## src/rtl/cpu_run_pkg.sv

```systemverilog
// Shared types for the CPU run controller.
//   run_state_e : sequencer states
//   CAUSE_*     : bit positions inside the one-hot end-of-run cause vector
package cpu_run_pkg;

  typedef enum logic [1:0] {
    S_IDLE = 2'd0,
    S_HOLD = 2'd1,
    S_RUN  = 2'd2,
    S_END  = 2'd3
  } run_state_e;

  localparam int CAUSE_W       = 4;
  localparam int CAUSE_DONE    = 0;
  localparam int CAUSE_ABORT   = 1;
  localparam int CAUSE_TIMEOUT = 2;
  localparam int CAUSE_HANG    = 3;

endpackage

```

## src/rtl/run_wdog.sv

```systemverilog
// Per-core retire watchdog.
//   clkb   : clock
//   rst    : synchronous active-low reset
//   clr    : clear the idle counter (core not running or halted)
//   en     : count this cycle (controller in RUN)
//   retire : instruction retired this cycle; clears the counter
//   fire   : WDOG_CYCLES consecutive non-retiring cycles reached (combinational)
module run_wdog #(
  parameter int WDOG_CYCLES = 16
) (
  input  logic clkb,
  input  logic rst,
  input  logic clr,
  input  logic en,
  input  logic retire,
  output logic fire
);

  localparam int CW = (WDOG_CYCLES < 1) ? 1 : $clog2(WDOG_CYCLES + 1);
  localparam logic [CW-1:0] LAST = CW'((WDOG_CYCLES == 0) ? 0 : WDOG_CYCLES - 1);

  logic [CW-1:0] cnt_q, cnt_d;

  always_comb begin
    cnt_d = cnt_q;
    if (clr || retire)
      cnt_d = '0;
    else if (en && cnt_q != LAST)
      cnt_d = cnt_q + CW'(1);
  end

  always_ff @(posedge clkb) begin
    if (!rst) cnt_q <= '0;
    else      cnt_q <= cnt_d;
  end

  // The cycle that would be the WDOG_CYCLES-th idle one fires the watchdog.
  assign fire = (WDOG_CYCLES != 0) && en && !clr && !retire && (cnt_q == LAST);

endmodule

```

## src/rtl/cpu_run_ctrl.sv

```systemverilog
// Run sequencer for CPU simulation / FPGA bring-up.
// Holds the cores in reset, releases them, and ends the run on all-halted,
// abort, cycle timeout or per-core hang, latching a one-hot cause.
//   clkb, rst   : clock, synchronous active-low reset
//   start       : launch / re-arm (IDLE and END only)
//   abort       : operator stop (HOLD and RUN only)
//   halt_i      : per-core halt level
//   retire_i    : per-core instruction-retired pulse
//   core_rst    : active-high reset to the cores
//   running     : state == RUN
//   sim_end     : state == END
//   cause       : sticky one-hot {hang, timeout, abort, done}
//   halted_mask : per-core halt seen in RUN
//   hang_mask   : cores whose watchdog ended the run
//   cycle_cnt   : RUN cycles elapsed (saturating)
module cpu_run_ctrl #(
  parameter int NUM_CORES    = 1,
  parameter int CNT_W        = 32,
  parameter int RESET_CYCLES = 4,
  parameter int MAX_CYCLES   = 20,
  parameter int WDOG_CYCLES  = 16
) (
  input  logic                 clkb,
  input  logic                 rst,
  input  logic                 start,
  input  logic                 abort,
  input  logic [NUM_CORES-1:0] halt_i,
  input  logic [NUM_CORES-1:0] retire_i,
  output logic [NUM_CORES-1:0] core_rst,
  output logic                 running,
  output logic                 sim_end,
  output logic [3:0]           cause,
  output logic [NUM_CORES-1:0] halted_mask,
  output logic [NUM_CORES-1:0] hang_mask,
  output logic [CNT_W-1:0]     cycle_cnt
);
  import cpu_run_pkg::*;

  localparam int HW = (RESET_CYCLES < 2) ? 1 : $clog2(RESET_CYCLES);
  localparam logic [HW-1:0]    HOLD_LAST = HW'(RESET_CYCLES - 1);
  localparam logic [CNT_W-1:0] TO_LAST   = CNT_W'((MAX_CYCLES == 0) ? 0 : MAX_CYCLES - 1);
  localparam logic [CNT_W-1:0] CNT_MAX   = '1;

  run_state_e           state_q, state_d;
  logic [HW-1:0]        hold_q, hold_d;
  logic [CNT_W-1:0]     cnt_q, cnt_d;
  logic [CAUSE_W-1:0]   cause_q, cause_d;
  logic [NUM_CORES-1:0] halted_q, halted_d;
  logic [NUM_CORES-1:0] hang_q, hang_d;

  logic                 in_run;
  logic [NUM_CORES-1:0] wdog_clr, wdog_fire;
  logic                 all_halted, timeout, arm;

  assign in_run     = (state_q == S_RUN);
  // A halted core is not expected to retire, so its watchdog is held clear.
  assign wdog_clr   = ~{NUM_CORES{in_run}} | halted_q | halt_i;
  assign all_halted = &(halted_q | halt_i);
  assign timeout    = (MAX_CYCLES != 0) && (cnt_q == TO_LAST);

  for (genvar i = 0; i < NUM_CORES; i++) begin : g_wdog
    run_wdog #(.WDOG_CYCLES(WDOG_CYCLES)) u_wdog (
      .clkb   (clkb),
      .rst    (rst),
      .clr    (wdog_clr[i]),
      .en     (in_run),
      .retire (retire_i[i]),
      .fire   (wdog_fire[i])
    );
  end

  always_comb begin
    state_d  = state_q;
    hold_d   = hold_q;
    cnt_d    = cnt_q;
    cause_d  = cause_q;
    halted_d = halted_q;
    hang_d   = hang_q;
    arm      = 1'b0;

    case (state_q)
      S_IDLE: arm = start;
      S_HOLD: begin
        if (abort) begin
          state_d              = S_END;
          cause_d[CAUSE_ABORT] = 1'b1;
        end else if (hold_q == HOLD_LAST) begin
          state_d = S_RUN;
        end else begin
          hold_d = hold_q + HW'(1);
        end
      end
      S_RUN: begin
        // The terminating cycle is counted too.
        cnt_d    = (cnt_q == CNT_MAX) ? cnt_q : cnt_q + CNT_W'(1);
        halted_d = halted_q | halt_i;
        if (all_halted) begin
          state_d             = S_END;
          cause_d[CAUSE_DONE] = 1'b1;
        end else if (abort) begin
          state_d              = S_END;
          cause_d[CAUSE_ABORT] = 1'b1;
        end else if (timeout) begin
          state_d                = S_END;
          cause_d[CAUSE_TIMEOUT] = 1'b1;
        end else if (|wdog_fire) begin
          state_d             = S_END;
          cause_d[CAUSE_HANG] = 1'b1;
          hang_d              = wdog_fire;
        end
      end
      S_END:   arm = start;
      default: state_d = S_IDLE;
    endcase

    // Entering HOLD starts a fresh run; cause is cleared so END sets exactly one bit.
    if (arm) begin
      state_d  = S_HOLD;
      hold_d   = '0;
      cnt_d    = '0;
      cause_d  = '0;
      halted_d = '0;
      hang_d   = '0;
    end
  end

  always_ff @(posedge clkb) begin
    if (!rst) begin
      state_q  <= S_IDLE;
      hold_q   <= '0;
      cnt_q    <= '0;
      cause_q  <= '0;
      halted_q <= '0;
      hang_q   <= '0;
    end else begin
      state_q  <= state_d;
      hold_q   <= hold_d;
      cnt_q    <= cnt_d;
      cause_q  <= cause_d;
      halted_q <= halted_d;
      hang_q   <= hang_d;
    end
  end

  // Cores stay out of reset in END so their state can be inspected.
  assign core_rst    = {NUM_CORES{(state_q == S_IDLE) || (state_q == S_HOLD)}};
  assign running     = in_run;
  assign sim_end     = (state_q == S_END);
  assign cause       = cause_q;
  assign halted_mask = halted_q;
  assign hang_mask   = hang_q;
  assign cycle_cnt   = cnt_q;

endmodule

```

## config.mk

```make
export PLATFORM = sky130hd
export DESIGN_NAME = cpu_run_ctrl
export DESIGN_NICKNAME = d
export VERILOG_FILES = /design/src/rtl/cpu_run_pkg.sv /design/src/rtl/run_wdog.sv /design/src/rtl/cpu_run_ctrl.sv
export SDC_FILE = /design/constraint.sdc
export NUM_CORES = 1
export LEC_CHECK = 0
export ABC_AREA = 1
export BUFFER_PORTS_ARGS = -buffer_cell sky130_fd_sc_hd__buf_2
export CORE_UTILIZATION = 47
export DETAILED_ROUTE_END_ITERATION = 8
export GPL_TIMING_DRIVEN = 0
export PLACE_DENSITY_LB_ADDON = 0.08
export SLEW_MARGIN = 20
export SYNTH_ARGS = -nofsm -noshare
export SYNTH_HDL_FRONTEND = slang
export SYNTH_SLANG_ARGS = --single-unit
export TNS_END_PERCENT = 1
```

## constraint.sdc

```tcl
create_clock -name clkb -period 3.7 [get_ports clkb]
set_clock_uncertainty 0.05 [all_clocks]
set_input_delay 0.37 -clock clkb [delete_from_list [all_inputs] [get_ports clkb]]
set_output_delay 0.37 -clock clkb [all_outputs]
set_load 0.01 [all_outputs]
```

* Yosys cells after proc, flatten, opt, wreduce, memory -nomap -nowiden *
Cells that the tools add are included.

operators by class
  add/subtract/negate cells = 3
  equal/unequal tests = 13
  mux-type cells = 12
  bitwise operators = 10
  reduce and logical (&&, ||, !) cells = 22

operator list
  kind                                                   count
  adder 32 x 1 -> 32 bit (second input constant)         1
  equality test 32 bit (second input constant)           1
  equality test 32 x 5 -> 1 bit (second input constant)  1
  two-way mux 2 bit                                      6
  AND reduction 3 bit                                    3
  NOT 1 bit                                              7
  equality test 2 bit (second input constant)            3
  != test 6 bit (second input constant)                  1
  AND reduction 2 bit                                    3
  OR reduction 2 bit                                     3
  adder 5 x 1 -> 5 bit (second input constant)           1
  equality test 5 x 4 -> 1 bit (second input constant)   1
  != test 5 x 4 -> 1 bit (second input constant)         1
  != test 5 bit (second input constant)                  1
  AND reduction 5 bit                                    1
  logical AND 1 bit                                      4
  two-way mux 1 bit                                      4
  != test 4 bit (second input constant)                  1
  case mux 2 bit (2 select lines)                        1
  AND reduction 4 bit                                    1
  != test 3 bit (second input constant)                  1
  OR 1 bit                                               3
  nonzero test 3 bit                                     1
  adder 2 x 1 -> 2 bit (second input constant)           1
  7 further kinds                                        9

storage, ports and cells
  flip-flop bits (word level) = 46
  bits of input ports = 6
  output and inout port bits = 41
  logic and storage cells = 70

* Depth between registers and ports, before layout *
Gate-level depths: netlist (run 1).

  depth after elaboration = 14
  depth in mapped cells = 11

* Modules after synthesis *
From an unflattened synthesis (run 1), not the netlist that was laid out.

second synthesis, totals
  cells, all modules = 488
  area total of the unflattened synthesis = 3016.6 µm²

modules (own cells, without submodules)
  module        times used  cells an instance  area an instance (µm²)
  cpu_run_ctrl  1           449                2731.4
  run_wdog      1           39                 285.3

* Worst setup path before layout (run 1) *
OpenSTA, ideal clock, no wires.

  kind = flip-flop to flip-flop
  from = register cnt_q[1], in the netlist cycle_cnt[1]
  to = register cnt_q[22], in the netlist cycle_cnt[22]
  setup time = 0.115 ns
  arrival time = 1.517 ns
  required time = 3.535 ns
  setup slack = 2.018 ns
  cell stages (with the launch flop) = 10
  path buffers = 1
  period minus slack after synthesis = 1.682 ns
  path through = dfxtp_1 > ha_1 > inv_1 > nor2_4 > nand2_4 > nor2_8 > a21oi_4 > buf_2 > a21oi_1 > nor2_1

between the ends
  longest elaborated chain between the ends = 3
  elaborated cells on any way between the ends = 4
  those cells by class = add/sub: 1; eq/ne: 1; bitwise: 1; reduce/logical: 1

RTL lines
  element                                                                         line                 text
  from (decl)                                                                     cpu_run_ctrl.sv:46   logic [CNT_W-1:0] cnt_q, cnt_d;
  from (signal assigned)                                                          cpu_run_ctrl.sv:138  cnt_q <= cnt_d;
  parallel branches: the longest is 3 deep, another holds adder 32 x 1 -> 32 bit  n/a

Several ways; the timed one is not identified.
A chain may end at the register's enable or synchronous reset.

* Final worst setup path (run 1) *
  from = register state_q[0]
  to = register cnt_q[21], in the netlist cycle_cnt[21]

between the ends
  longest elaborated chain between the ends = 4
  elaborated cells on any way between the ends = 7
  those cells by class = eq/ne: 2; mux: 1; reduce/logical: 4

RTL lines
  element                                                   line                 text
  from (decl)                                               cpu_run_ctrl.sv:44   run_state_e state_q, state_d;
  from (signal assigned)                                    cpu_run_ctrl.sv:136  state_q <= state_d;
  equality test 2 bit or logical NOT 2 bit (tied branches)  cpu_run_ctrl.sv:81   case (state_q)
  OR reduction 2 bit (no source line)                       n/a
  two-way mux 1 bit                                         cpu_run_ctrl.sv:81
  OR reduction 2 bit (no source line)                       n/a

Parallel ways exist; a longest one is shown, timed or not.

==> impl_metrics.ini, run 1 <==
[outcome]
status = finished, final reports clean

[die]
die_y_um = 81.1
core-area_um2 = 5990
start_util_pct = 49.1
die_w_um = 81.1
ioPinCount = 47
dieArea_um2 = 6580
num_rows = 28

[place]
place_ws_ns = 1.48
hpwl_um = 5760
placed_cells = 590
gp_congestion = 0.887
placed_area_um2 = 3260
io_buffers = 46

[sta]
drv_slew = 0
slew_headroom_pct = 58.1
hold_violations = 0
hold_ws_ns = 0.268
fmax_ghz = 0.456
fin_crit_sh_pct = 59.3
tns_ns = 0
setup_viol = 0
fin_crit_ns = 2.19
rsz0062_at_grt = false
worst_pin_slew_ns = 0.628
fin_ws_ns = 1.51

[cells_and_area]
syn_to_final_growth_pct = 13.6
final_cell_mix = nand2_1, nor2_1, inv_1, buf_2, dfxtp_1
fin_cells = 597
fin_nets = 536
final_common_cell = nand2_1
antenna_cells = 0
postLayoutCoreUtil_pct = 55.8
fin_area_um2 = 3340
drive_above_1_share_pct = 15.7

[route]
drc_errors = 0
ant_nets = 0
dr.pass1.iters = 4
wl_per_cell_um = 12.4
wl_um = 7430
drtIter0Drc = 181
vias = 2950
viasPerCell = 4.94

[power]
ir_drop_mv = 0.261
power.density_nw_per_um2 = 360
power_frac_comb_pct = 30.7
p_total_mw = 1.20
swShare_pct = 36.4
power_leakage_nw = 1.43
p_seq_share_pct = 44.5
clkPwrFrac_pct = 24.8
internal_power_uw = 764
p_switching_uw = 438

[setup_path]
required_ns = 3.87
crit_path_start_kind = flop
arrival_ns = 2.37
path_max_fanout = 10
crit_type = flop to flop
critPathCaptureType = flop

[yosys]
synth_area_um2 = 2940
ys_top_cells_by_area = dfxtp_1, nand2_1, nor2_1
yosysTopAreaCell = dfxtp_1
synthFlopType = dfxtp_1
seq_area_frac_synth_pct = 31.3
syn_nets = 483
ys_ff_latch = 46
yosysTopAreaCellShare_pct = 31.3
ys_types = 34
yosys_warnings = 0
synth-edff-count = 0
async_flop_share_pct = 0
syn_inst = 469
synth_area_per_cell_um2 = 6.27

[cts]
htree_levels = 2
clk_pin_slew_ns = 0.08
cts.sinks = 46
postCtsResizedCells = 0
clock_latency_ns = 0.30
cts_root_buf = clkbuf_8
cts_hold_buf = 0
cts_setup_buffers = 0
numCtsBuffers = 5
cts_tree = built
cts_buffer_depth = 2

[global_route]
grt_usage_pct = 24.4
antenna_found_initial = 0
grt_overflow = 0
grt_pass1_wl_um = 12400
first_global_vias = 2652
grt_max_degree = 13

[worst_hold_path]
hp-class = input port to flop

[job]
cap_violations = 0
## sequential cells by signal, summed over array words and instances, names as in the netlist
| signal | flops |
|---|---|
| cycle_cnt | 32 |
| g_wdog.u_wdog.cnt_q | 5 |
| cause | 4 |
| hold_q | 2 |
| state_q | 2 |
| halted_mask | 1 |
## Yosys cell counts, drive strengths merged (2+ instances only)
master and instances:
dfxtp 46, ha 8, nand3 26, buf 6
nor2 84, inv 54, nand3b 2, or2 2
xor2 10, nand4 5, o21ai 11, clkinv 2
a21oi 34, clkbuf 3, nor3 16, nand2 154
## critical path, stage by stage (launching register included)
cell and delay [ns]:
dfxtp_1 0.38, inv_1 0.08, ha_1 0.28, nor2_1 0.07
nor2_1 0.28, clkinv_1 0.37, clkbuf_1 0.39, a21oi_1 0.21
## power by group through the flow
stage          Combinational [mW]  Clock [mW]  Sequential, mW
2_1_floorplan               0.258           0           0.548
4_1_cts                     0.371       0.306           0.535
3_5_place_dp                0.369           0           0.547
3_3_place_gp                0.366           0           0.546
5_1_grt                     0.412       0.328           0.539
6_report                    0.369       0.299           0.535
## metal layers
layer	GRT usage, %	part of all wire (%)
met4	5.00	0.86
met5	0	0
met1	31.8	48
met2	41.9	47
met3	4.27	4.2
## path summary, 6_finish.rpt
| check | to | slack [ns] | startpoint | depth (start not counted) |
|---|---|---|---|---|
| worst max-delay path | cycle_cnt[21] | 1.51 | state_q[0] | 7 |
| worst min-delay path | state_q[0] | 0.27 | rst | 3 |
| worst max register to register | cycle_cnt[21] | 1.51 | state_q[0] | 7 |
| worst min register to register | cause[1] | 0.40 | cause[1] | 2 |
## layout make-up
cell class / instances / area, um2
Timing Repair Buffer: 46 / 230
Buffer: 9 / 56.3
Tap cell: 75 / 93.8
Clock buffer: 7 / 76.3
Sequential cell: 46 / 921
Inverter: 56 / 210
Fill cell: 606 / 2650
Multi-Input combinational cell: 358 / 1750
## cell families (layout without fill, tap and decap cells)
| family | Yosys count | count (layout) | share of synthesized area, % |
|---|---|---|---|
| adders and majority gates | 8 | 8 | 3.40 |
| and+or+nand+nor | 291 | 291 | 43.8 |
| AOI/OAI and AO/OA | 48 | 48 | 9.15 |
| DFF | 46 | 46 | 31.3 |
| buffers and inverters | 65 | 118 | 9.06 |
| xor gates and xnor gates | 11 | 11 | 3.28 |
Note: power is estimated with default switching activity, not from simulation.
==> run 2, diff against run 1 <==
- ABC_AREA: 1 -> 0
- clock period: 3.7 -> 1.89 ns (I/O delays scaled with it)
==> impl_metrics.ini, run 2 <==
[outcome]
status = finished with violations
violations = DRC

[yosys]
syn_inst = 296
synthFlopType = dfxtp_1
synth_most_common_cell = dfxtp_1
ys_ff_latch = 46
yosysTopAreaCellShare_pct = 37.0
ys_top_cells_by_area = dfxtp_1, nand4_1, nor2_1
seq_area_frac_synth_pct = 37.0
ys_types = 53
synth-edff-count = 0
yosys_warnings = 0
async_flop_share_pct = 0
synthTopCellsByCount = dfxtp_1, nor2_1, a21oi_1, nand2_1, nand4_1
synth_area_um2 = 2490
yosysTopAreaCell = dfxtp_1
synth_area_per_cell_um2 = 8.41
syn_nets = 310

[place]
hpwl_um = 4740
placed_area_um2 = 2810
io_buffers = 46
gp_congestion = 0.920
placed_cells = 412

[power]
power_frac_comb_pct = 30.1
swShare_pct = 34.0
p_seq_share_pct = 45.0
clkPwrFrac_pct = 24.9
power_leakage_nw = 1.22
ir_drop_mv = 0.593
internal_power_mw = 1.55
power.density_nw_per_um2 = 721
p_switching_uw = 799

[cells_and_area]
antenna_cells = 0
final_cell_mix = buf_2, nor2_1, nand2_1, a21oi_1
multi_input_area_um2 = 1630
n_fill_cell = 455
fin_cells = 433
final_common_cell = buf_2
syn_to_final_growth_pct = 31.0
drive_above_1_share_pct = 39.4
seqCellArea_um2 = 975
fin_area_um2 = 3260
fin_nets = 377
largest_reg_flops = 32

[cts]
cts_hold_buf = 0
clock_latency_ns = 0.30
cts_root_buf = clkbuf_8
cts_tree = built
cts.sinks = 46
htree_levels = 2
clk_pin_slew_ns = 0.08
numCtsBuffers = 5
cts_buffer_depth = 2

[die]
core-area_um2 = 5110
num_rows = 26
start_util_pct = 48.8
die_y_um = 74.8
dieArea_um2 = 5590
die_w_um = 74.8
ioPinCount = 47

[setup_path]
crit_type = flop to flop
arrival_ns = 2.06
cpMaxStageDelayCell = or4_4
crit_path_start_kind = flop
path_max_fanout = 7
required_ns = 2.07
cp_slowest_stage_delay_ns = 0.58
r2r_setup_slack_ns = 0.01
path_cells = buf_8 -> nand4_4 -> or4_4 -> o2111ai_4 -> nor2_1 -> a211oi_2
critPathCaptureType = flop

[route]
viasPerCell = 6.00
wl_per_cell_um = 15.8
drc_errors = 1
vias = 2598
drtIter0Drc = 188
wl_um = 6820
ant_nets = 0
dr.pass1.iters = 7

[global_route]
first_global_vias = 2170
grt_overflow = 0
grt_max_degree = 14
grt_usage_pct = 24.9
antenna_found_initial = 0
grt_pass1_wl_um = 10500

[job]
cap_violations = 0

[sta]
hold_violations = 0
rsz0062_at_grt = true
tns_ns = 0
drv_slew = 0
slew_headroom_pct = 61.0
fin_crit_sh_pct = 99.3
fmax_ghz = 0.533
setup_viol = 0
fin_crit_ns = 1.88
worst_pin_slew_ns = 0.581

[worst_hold_path]
hp-class = input port to flop
[run 2: cell types whose count changed after synthesis, sizes merged, moves of 7 or more]
cell	delta
a21oi	-13
nand4	+15
xnor2	+8
nand3	-15
nor4	+11
nor2	-54
nand2	-133
xor2	-7
or4	+9
inv	-43
o31ai	+7
[run 2: metal layers]
| metal | up-vias | GRT usage [%] | share of wire [%] |
|---|---|---|---|
| met3 | 16 | 5.76 | 6.6 |
| met4 | 0 | 8.60 | 2.0 |
| met5 | - | 0 | 0 |
| met1 | 1252 | 35.5 | 46 |
| met2 | 89 | 36.8 | 46 |
| li1 | 1241 | - | - |
[run 2: repair_timing]
| item | CTS | global route |
|---|---|---|
| pin swaps | 6 | 14 |
| resized for setup | 54 | 42 |
| setup endpoints to repair | 46 | 35 |
| buffers inserted | 10 | 5 |
[run 2: layout make-up]
cell class | instances | share of cell area, %
multi-input cells | 226 | 49.8
flip-flops and latches | 46 | 29.9
repair buffers | 61 | 10.6
plain buffers | 12 | 3.15
well taps | 70 | 2.69
clock buffers | 6 | 2.23
inverters | 11 | 1.34
clock inverters | 1 | 0.230
[run 2: metrics by stage]
stage	utilization, %	power, mW	setup slack, ns	hold slack [ns]
after floorplan	-	1.47	-0.0932	0.280
after global placement	55.0	1.64	-0.321	0.390
after detailed placement	55.0	1.65	-0.353	0.394
after CTS	60.7	2.30	-0.0338	0.108
after global routing	63.8	2.48	-0.0748	0.115
final	63.8	2.35	0.0137	0.110
[run 2: path summary, 6_finish.rpt]
path,start,to,cells after the start
worst max register to register,cycle_cnt[18],cycle_cnt[17],6
worst min register to register,cause[0],cause[0],2
worst max-delay path,cycle_cnt[18],cycle_cnt[17],6
worst min-delay path,halt_i,halted_mask,3
[run 2: cells by family (layout without fill, tap and decap cells)]
group | after synthesis | in the layout | synth area share [%]
AOI/OAI and AO/OA | 61 | 61 | 16.5
xor gates and xnor gates | 12 | 12 | 4.22
adders and majority gates | 8 | 8 | 4.02
DFF | 46 | 46 | 37.0
and+or+nand+nor | 141 | 141 | 32.3
buffers and inverters | 24 | 91 | 4.37
muxes | 4 | 4 | 1.61
[run 2: power by group through the flow]
stage          Clock (mW)  Combinational [mW]  Sequential [mW]
3_5_place_dp            0               0.586             1.07
5_1_grt             0.637               0.776             1.07
2_1_floorplan           0               0.406             1.07
6_report            0.585               0.707             1.06
4_1_cts             0.593               0.662             1.05
3_3_place_gp            0               0.577             1.07
[run 2: worst max-delay path, delay by kind of cell, from the launching register on]
kind	cells	cell delay, ns
AO/OA/AOI/OAI	2	0.49
buffers and inverters	1	0.12
flip-flops	1	0.35
AND/OR/NAND/NOR	3	0.78
